<file path="config.mk">
export PLATFORM = sky130hd
export DESIGN_NAME = reminder_timer
export DESIGN_NICKNAME = d
export VERILOG_FILES = /design/src/rtl/reminder_timer.sv
export SDC_FILE = /design/constraint.sdc
export NUM_CORES = 1
export LEC_CHECK = 0
export CAP_MARGIN = 20
export CORE_MARGIN = 3
export CORE_UTILIZATION = 42
export CTS_BUF_LIST = sky130_fd_sc_hd__clkbuf_8
export DETAILED_ROUTE_END_ITERATION = 8
export GPL_TIMING_DRIVEN = 0
export MAX_ROUTING_LAYER = met4
export PLACE_DENSITY_LB_ADDON = 0.25
export SYNTH_ARGS = -nofsm -noshare
export SYNTH_HDL_FRONTEND = slang
export SYNTH_SLANG_ARGS = --single-unit
</file>
<file path="constraint.sdc">
create_clock -name clock -period 6.05 [get_ports clock]
set_input_delay 1.5125 -clock clock [delete_from_list [all_inputs] [get_ports clock]]
set_output_delay 1.5125 -clock clock [all_outputs]
set_load 0.01 [all_outputs]
</file>
<file path="src/rtl/reminder_timer.sv">
// Reminder countdown: counts detected tick_in seconds down from a loaded period and holds alarm at zero.
// Build option REMINDER_TIMER_AUTORELOAD_EN: ack in ALARM restarts the countdown instead of going idle.
module reminder_timer #(
  parameter int TICKS_PER_SEC = 1000,
  parameter int SEC_W         = 17
) (
  input  logic             clock,
  input  logic             reset,
  input  logic             tick_in,
  input  logic             load,
  input  logic [SEC_W-1:0] period,
  input  logic             cancel,
  input  logic             ack,
  output logic             alarm,
  output logic             busy,
  output logic [SEC_W-1:0] remaining
);

  localparam int SUB_W = (TICKS_PER_SEC > 1) ? $clog2(TICKS_PER_SEC) : 1;
  localparam logic [SUB_W-1:0] SUB_MAX = SUB_W'(TICKS_PER_SEC - 1);

  typedef enum logic [1:0] {
    IDLE  = 2'd0,
    COUNT = 2'd1,
    ALARM = 2'd2
  } state_t;

  state_t           state, state_nxt;
  logic [SUB_W-1:0] sub, sub_nxt;
  logic [SEC_W-1:0] per_latched, per_nxt;
  logic [SEC_W-1:0] rem_nxt;
  logic             alarm_nxt, busy_nxt;

  logic sync1, sync2, sync3;
  logic fill1, fill2, armed;
  logic tick;

  // fill1/fill2 mark when sync2 holds a real sample; a tick is only accepted after a genuine low
  always_ff @(posedge clock or posedge reset) begin
    if (reset) begin
      sync1 <= 1'b0;
      sync2 <= 1'b0;
      sync3 <= 1'b0;
      fill1 <= 1'b0;
      fill2 <= 1'b0;
      armed <= 1'b0;
    end else begin
      sync1 <= tick_in;
      sync2 <= sync1;
      sync3 <= sync2;
      fill1 <= 1'b1;
      fill2 <= fill1;
      if (fill2 && !sync2) armed <= 1'b1;
    end
  end

  assign tick = armed & sync2 & ~sync3;

  logic do_ack, do_tick, sec_done, last_sec;
  always_comb begin
    do_ack   = ack && (state == ALARM);
    do_tick  = tick && (state == COUNT);
    sec_done = (sub == SUB_MAX);
    last_sec = (remaining == SEC_W'(1));
  end

  always_ff @(posedge clock or posedge reset) begin
    if (reset) begin
      state       <= IDLE;
      sub         <= '0;
      per_latched <= '0;
      remaining   <= '0;
      alarm       <= 1'b0;
      busy        <= 1'b0;
    end else begin
      state       <= state_nxt;
      sub         <= sub_nxt;
      per_latched <= per_nxt;
      remaining   <= rem_nxt;
      alarm       <= alarm_nxt;
      busy        <= busy_nxt;
    end
  end

  // Priority: cancel > load > ack > tick
  always_comb begin
    state_nxt = state;
    if (cancel) begin
      state_nxt = IDLE;
    end else if (load) begin
      state_nxt = (period != '0) ? COUNT : IDLE;
    end else if (do_ack) begin
`ifdef REMINDER_TIMER_AUTORELOAD_EN
      state_nxt = COUNT;
`else
      state_nxt = IDLE;
`endif
    end else if (do_tick && sec_done && last_sec) begin
      state_nxt = ALARM;
    end
  end

  always_comb begin
    sub_nxt = sub;
    rem_nxt = remaining;
    per_nxt = per_latched;
    if (cancel) begin
      sub_nxt = '0;
      rem_nxt = '0;
    end else if (load) begin
      sub_nxt = '0;
      if (period != '0) begin
        rem_nxt = period;
        per_nxt = period;
      end else begin
        rem_nxt = '0;
      end
    end else if (do_ack) begin
      sub_nxt = '0;
`ifdef REMINDER_TIMER_AUTORELOAD_EN
      rem_nxt = per_latched;
`else
      rem_nxt = '0;
`endif
    end else if (do_tick) begin
      if (sec_done) begin
        sub_nxt = '0;
        rem_nxt = remaining - 1'b1;
      end else begin
        sub_nxt = sub + 1'b1;
      end
    end
    alarm_nxt = (state_nxt == ALARM);
    busy_nxt  = (state_nxt != IDLE);
  end

endmodule

</file>
==> results.ini <==
[detailed_routing]
wire_per_inst_um=16.9
drt_pass1_iterations=5
ant_nets=0
routed_via_density=5.81
routed_wl_mm=5.91
detail_route.drc_violations=0
vias=2029
drtIter0Drc=120

[clock_network]
htreeDepth=2
path_clk_slew_ns=0.08
cts_buffer_depth=2
post_cts_buffers=0
cts-buffers-inserted=5
clk_latency_ns=0.29
hold_buffers=0
ctsResizeCount=0
cts_sinks=37
cts_tree=done
root_buffer=clkbuf_8

[setup_path]
critical_path_class=in2reg
arrival_ns=3.59
crit_chain=clkdlybuf4s50_1, clkbuf_1, nor3_2, nand2b_1, clkbuf_1, nand2_1, o22ai_1
setup.worst_path.end_class=register
reg2reg_to=remaining[15]
cp_max_fo=10
critical_path_buf_inv_count=3
rr_startpoint=remaining[2]
critPathSlowestCell=nor3_2
critPathMaxStageDelay_ns=0.63
cp_common_cell=clkbuf_1
critPathRequiredTime_ns=6.19
worst_path_dominant_cell_family=simple AND/OR/NAND/NOR gates
setup.worst_path.start_class=input pin
rr_worst_depth=5
r2r_setup_slack_ns=3.70

[place]
placed_cells=341
gp_congestion=0.903
hpwlAfterDp_mm=4.18
portBuffers=41
place_area_sq_um=2620

[global_route]
grt_pass1_wl_mm=9.87
grt_pass1_vias=2021
antenna_found_initial=0
grt_max_degree=38
track_usage_pct=21.5
grt.overflow.total=0

[sta]
setup_violations=0
hold_viol=0
max_freq_mhz=290
rsz0062_at_grt=no
slew_violations=0
min_period_over_period_pct=56.9
worst_pin_slew_ns=0.763
period_minus_slack_ns=3.44
skew_ns=0.00727
setup_tns_ns=0
slew_headroom_pct=49.0

[worst_hold_path]
worstHoldEndpoint=sync2
hp-start=sync1
hold_depth=0
hp-class=reg2reg

[yosys]
synthCells=233
syn_avg_cell_area_sq_um=9.13
synth_ff_type=dfrtp_1
yosysSeqAreaShare_pct=43.5
synth_common_cells=dfrtp_1, nor2_1, a21oi_1, nand2_1, nor3_1
yosysUniqueCellTypes=54
ys_async_sr_fraction_pct=100
synth.most_common_cell=dfrtp_1
synthTopCellsByArea=dfrtp_1, nor2_1, a21oi_1
synth_largest_area_cell=dfrtp_1
syn_area_sq_um=2130
syn_nets=259
ys.warnings.count=0
synth_edf_count=0
synth_top_cell_area_share_pct=43.5
synth_seq_cells=37

[die]
num_io_pins=42
core-area_sq_um=4820
die_h_um=77.2
die-area_sq_um=5950
die_w_um=77.2
std_cell_rows=25
start_util_pct=44.2

[finish]
nNetsFinal=307
area_growth_pct=28.9
fin_cells=349
n_antenna_cell=0
stdcell_area_sq_um=2740
layout-drive-gt1-share_pct=8.51

[run]
cap_violations=0

[run_status]
outcome=completed

[power]
power.density_nw_per_um2=238
ir_drop_mv=0.123
leakage_nw=1.11

## cell usage in the layout (no fill, tap or decap), drive strengths merged, types with 2 or more instances in the layout
| cell | n |
|---|---|
| a22o | 2 |
| a21o | 5 |
| clkbuf | 14 |
| or3 | 3 |
| o22ai | 2 |
| a2111oi | 2 |
| ha | 3 |
| xnor2 | 7 |
| xor2 | 5 |
| nand2 | 17 |
| nand4b | 2 |
| a41oi | 2 |
| dfrtp | 37 |
| nor2 | 26 |
| nand3 | 7 |
| buf | 3 |
| a22oi | 4 |
| o31ai | 2 |
| nor4 | 7 |
| a21oi | 18 |
| o21ai | 9 |
| nor2b | 3 |
| or4 | 4 |
| clkdlybuf4s50 | 41 |
| and3 | 3 |
| nand4 | 7 |
| nand2b | 2 |
| nor3 | 11 |
| or2 | 3 |
| a31oi | 3 |
| o311ai | 2 |
| inv | 7 |
| a211oi | 2 |
## metal layers
| layer | global-route usage (%) | part of all wire, % |
|---|---|---|
| met1 | 29.3 | 45 |
| met2 | 32.0 | 47 |
| met3 | 3.52 | 7.0 |
| met4 | 8.90 | 1.3 |
| met5 | - | 0 |
## kinds of logic after synthesis
group,after synthesis,synth area share [%]
AOI/OAI and AO/OA,63,20.0
xor gates and xnor gates,12,4.94
adders and majority gates,3,1.76
buffers and inverters,18,3.47
DFF,37,43.5
other,1,0.176
and+or+nand+nor,99,26.1
## report_power, final
| group | internal [W] | switching, W | total, W |
|---|---|---|---|
| Sequential | 0.000260 | 0.0000166 | 0.000276 |
| Clock | 0.000134 | 0.0000926 | 0.000227 |
| Combinational | 0.0000697 | 0.0000803 | 0.000150 |
## layout make-up
type,instances,area (sq um)
clock inverters,2,37.5
well taps,67,83.8
plain buffers,11,47.5
clock buffers,6,82.6
inverters,7,26.3
fillers,443,2080
repair buffers,41,410
flip-flops and latches,37,926
multi-input cells,178,1130
## registers in the layout, summed over array words and instances, names as in the netlist
name	cells
state	2
fill1	1
sub	10
sync2	1
sync1	1
armed	1
busy	1
remaining	17
fill2	1
sync3	1
alarm	1
## worst max path at each step
| stage | cells past startpoint | slack, ns | from | to |
|---|---|---|---|---|
| final | 7 | 2.61 | load | remaining[1] |
| after floorplan | 7 | 3.23 | ack | remaining[11] |
| after global placement | 7 | 2.29 | load | remaining[1] |
| after global routing | 7 | 2.43 | load | remaining[1] |
| after detailed placement | 7 | 2.31 | load | remaining[1] |
| after CTS | 7 | 2.61 | load | remaining[1] |
## stage by stage
step / power (W) / utilization (%) / hold WS (ns) / setup slack (ns)
floorplan: 0.000365 / - / 0.331 / 3.23
global placement: 0.000426 / 54.4 / 0.332 / 2.29
detailed placement: 0.000428 / 54.4 / 0.339 / 2.31
CTS: 0.000657 / 56.9 / 0.356 / 2.61
global route: 0.000685 / 56.9 / 0.357 / 2.43
finish: 0.000653 / 56.9 / 0.354 / 2.61
No activity file was read; power rests on OpenSTA's default activity.
==> patch 1: new RTL, config.mk and constraints unchanged <==
The 3 states of `state_t` get a one-hot encoding in 3 bits.
--- a/src/rtl/reminder_timer.sv
+++ b/src/rtl/reminder_timer.sv
@@ -19,10 +19,10 @@
   localparam int SUB_W = (TICKS_PER_SEC > 1) ? $clog2(TICKS_PER_SEC) : 1;
   localparam logic [SUB_W-1:0] SUB_MAX = SUB_W'(TICKS_PER_SEC - 1);
 
-  typedef enum logic [1:0] {
-    IDLE  = 2'd0,
-    COUNT = 2'd1,
-    ALARM = 2'd2
+  typedef enum logic [2:0] {
+    IDLE  = 3'b001,
+    COUNT = 3'b010,
+    ALARM = 3'b100
   } state_t;
 
   state_t           state, state_nxt;
Function: same outputs for any inputs over 10 cycles, from zero or initial values and one cycle with reset high; not proved beyond that.
==> patch 1 against the original RTL <==
Synthesized area rose by 3.1%; global-route usage rose by 1.1 points; power rose by 7.6%; design area rose by 2.8%; worst setup slack got worse by 330 ps; routed wire length rose by 9.1%; count of clock-buffer cells in the layout did not move; sequential cell count rose by 1; largest power group unchanged.
==> patch 1: results <==
[setup_path]
cp_max_fo = 8
arrival_ps = 3960

[yosys]
yosys-top-cells-count = "dfrtp_1, nand2_1, nor2_1, nor3_1, nor4_1"
ys_top_cells_by_area = "dfrtp_1, xnor2_1, nand2_1"
synthDistinctLibCells = 51
avgSynthCellArea_um2 = 9.096
synth_top_area_share_pct = 42.24
yosysSeqAreaShare_pct = 43.44
synth_nets = 267

[global_routing]
met3_usage_pct = 5.390
grt_max_degree = 39
grt_pass1_wl_um = 10580
grt_pass1_vias = 2053
gr-usage-all-layers_pct = 22.66
grtUsageMet1_pct = 31.79
grt_use_met2_pct = 32.88

[detailed_routing]
met2WireLength_um = 2906
vias = 2142
drtIter0Drc = 205
routed_wl_um = 6443
met3_length_um = 531
drt-met1-wl_um = 2927

[placed_design]
gp_congestion = 0.9353
hpwl_um = 4667
portBuffers = 40
place_inst = 348
place_area_um2 = 2676

[power]
p_int_uw = 510.3
leakage_nw = 1.084
ir_worst_vdd_uv = 130.2

[final_layout]
top_regs = "remaining (17), sub (10), state (3)"
synthToLayoutAreaGrowth_pct = 28.60
final_nets = 314
layoutNonFillerInstCount = 356
layout-drive-gt1-share_pct = 7.958
nFillCells = 459

[run_status]
status = "completed"

[timing]
worstMarginPinSlew_ps = 1022
fin_skew_ps = 7.959
## patch 1: worst max-delay path: stages
cell             delay (ps)
clkdlybuf4s50_1         610
or2_2                   400
or2_2                   280
clkbuf_1                200
nor2_1                  600
nor2_1                  120
a32o_1                  230
## patch 1: kinds of logic after synthesis
kind of cell / after synthesis / share of synthesized area [%]
buffers and inverters: 17 / 3.082
adders and majority gates: 3 / 1.713
xor gates and xnor gates: 12 / 4.794
muxes: 1 / 0.5137
and+or+nand+nor: 117 / 29.40
AOI/OAI and AO/OA: 52 / 16.90
other: 1 / 0.1711
DFF: 38 / 43.44
## patch 1: path summary, 6_finish.rpt
check	from	end	slack (ps)	depth (start not counted)
worst max-delay path	cancel	remaining[15]	2280	7
worst min-delay path	fill1	fill2	350	0
worst max register to register	remaining[10]	remaining[15]	3610	5
worst min register to register	fill1	fill2	350	0
max in group asynchronous	reset	remaining[9]	3850	2
min in group asynchronous	reset	state[1]	1690	2
## patch 1: power by group through the flow
stage	Combinational, mW	Sequential (mW)	Clock (mW)
global placement	0.144	0.289	0
CTS	0.147	0.285	0.271
finish	0.149	0.286	0.268
global route	0.162	0.288	0.281
floorplan	0.0795	0.291	0
detailed placement	0.146	0.290	0
## patch 1: area by class of cell
cell class                 instances  share of cell area [%]
buffer                             9                   1.332
multi-input combinational        186                   41.59
clock inverter                     2                   2.130
clock buffer                       6                   2.929
tap                               67                   2.974
inverter                           8                   1.065
sequential                        38                   33.78
timing repair buffer              40                   14.20
## patch 1: through the flow
stage | setup WS (ps) | hold slack [ps]
6_report | 2276 | 351.2
4_1_cts | 2350 | 353.7
5_1_grt | 2196 | 357.7
2_1_floorplan | 2941 | 331.2
3_3_place_gp | 2057 | 333.8
3_5_place_dp | 2043 | 336.3
==> patch 2: new RTL, config.mk and constraints unchanged <==
Without the edit above. Build with the macro `REMINDER_TIMER_AUTORELOAD_EN` defined.
--- a/src/rtl/reminder_timer.sv
+++ b/src/rtl/reminder_timer.sv
@@ -1,5 +1,7 @@
 // Reminder countdown: counts detected tick_in seconds down from a loaded period and holds alarm at zero.
 // Build option REMINDER_TIMER_AUTORELOAD_EN: ack in ALARM restarts the countdown instead of going idle.
+`define REMINDER_TIMER_AUTORELOAD_EN
+
 module reminder_timer #(
   parameter int TICKS_PER_SEC = 1000,
   parameter int SEC_W         = 17
Check against the original RTL: no difference found for any inputs over 10 cycles, from zero or initial values and one cycle with reset high; that may be too few to reach the edited logic, so the function may still have changed.
==> patch 2 against the original RTL <==
Worst setup slack lost 240 ps; maximum frequency shrank 6.6%; count of clock-buffer cells in the layout shrank 1; design area grew 26%; sequential cell count grew 17; synthesized area grew 33%; highest routed layer unchanged; critical path type unchanged; routed wire length grew 24%; combinational power grew 7%; non-clock buffer count grew 2; sequential power grew 50%; first-iteration DRC count grew 53%; power grew 20%.
==> patch 2: results <==
[yosys]
yosys-top-cells-count = "nand2_1, dfrtp_1, nor2_1, o21ai_0, a21oi_1"
yosysSeqAreaShare_pct = 47.87
avgSynthCellArea_um2 = 9.409
synth_fa_ha_area_share_pct = 1.330
synthDistinctLibCells = 55
synth_xor_area_share_pct = 4.344
synth_nets = 326
synth-compound-area-share_pct = 17.33
ys_top_cells_by_area = "dfrtp_1, nand2_1, o21ai_0"

[worst_hold_path]
min_to = "fill2"
hp-start = "fill1"

[global_routing]
grt_pass1_vias = 2398
grt_pass1_wl_um = 12230
grt_max_degree = 43

[setup_path]
endpoint = "remaining[5]"
r2r_slack_ps = 3760
r2r-start = "remaining[9]"
reg2reg_to = "remaining[12]"
arrival_ps = 3920

[final_layout]
final_nets = 376
multi_input_area_share_pct = 40.30
flops_and_latches = 54
layoutNonFillerInstCount = 428
fin_util_pct = 53.71
regArea_um2 = 1351
top_regs = "per_latched (17), remaining (17), sub (10)"
multi_input_area_um2 = 1390
nonClkBufAreaFrac_pct = 14.51
layout-drive-gt1-share_pct = 7.977
clockBufferCount = 5
inv_count = 5
signal_buffers = 54
multi_input_cells = 230

[timing]
fin_skew_ps = 5.344
period_minus_slack_ps = 3688
whs_ps = 359.4

[detailed_routing]
dr.pass1.iters = 4
drtIter0Drc = 183
post_drt_wl_per_cell_um = 17.08

[placed_design]
hpwl_um = 5338
dpl_worst_slack_ps = 1970
place_area_um2 = 3349

[clock_network]
clk_latency_ps = 310

[power]
ir_worst_vdd_uv = 137.0
leakage_nw = 1.438

[run_status]
status = "completed"
-- patch 2: changes by cell type after synthesis, moves of 4 or more --
cell / before / now
a21o_1: 5 / 1
a22oi_1: 4 / 8
dfrtp_1: 37 / 54
nand2_1: 17 / 66
nor2_1: 25 / 20
nor3_1: 10 / 3
o21ai_0: 9 / 18
xor2_1: 5 / 9
-- patch 2: power by group --
part,internal [mW],switching (mW)
Sequential,0.388,0.0269
Clock,0.0830,0.123
Combinational,0.0747,0.0857
Total,0.546,0.236
-- patch 2: per-layer routing --
metal | track usage, % | routed length (um) | up-vias | share of wire (%)
li1 | - | - | 1176 | -
met1 | 30.77 | 3274 | 1193 | 45
met2 | 30.21 | 3325 | 96 | 45
met3 | 3.575 | 572 | 15 | 7.8
met4 | 7.252 | 138 | 0 | 1.9
met5 | - | 0 | - | 0
-- patch 2: worst register-to-register path, stage by stage (launching register included) --
cell     delay (ps)
dfrtp_1         450
nor4_1          930
nor4b_2         380
xnor2_1         150
a21oi_1          80
o22a_1          190
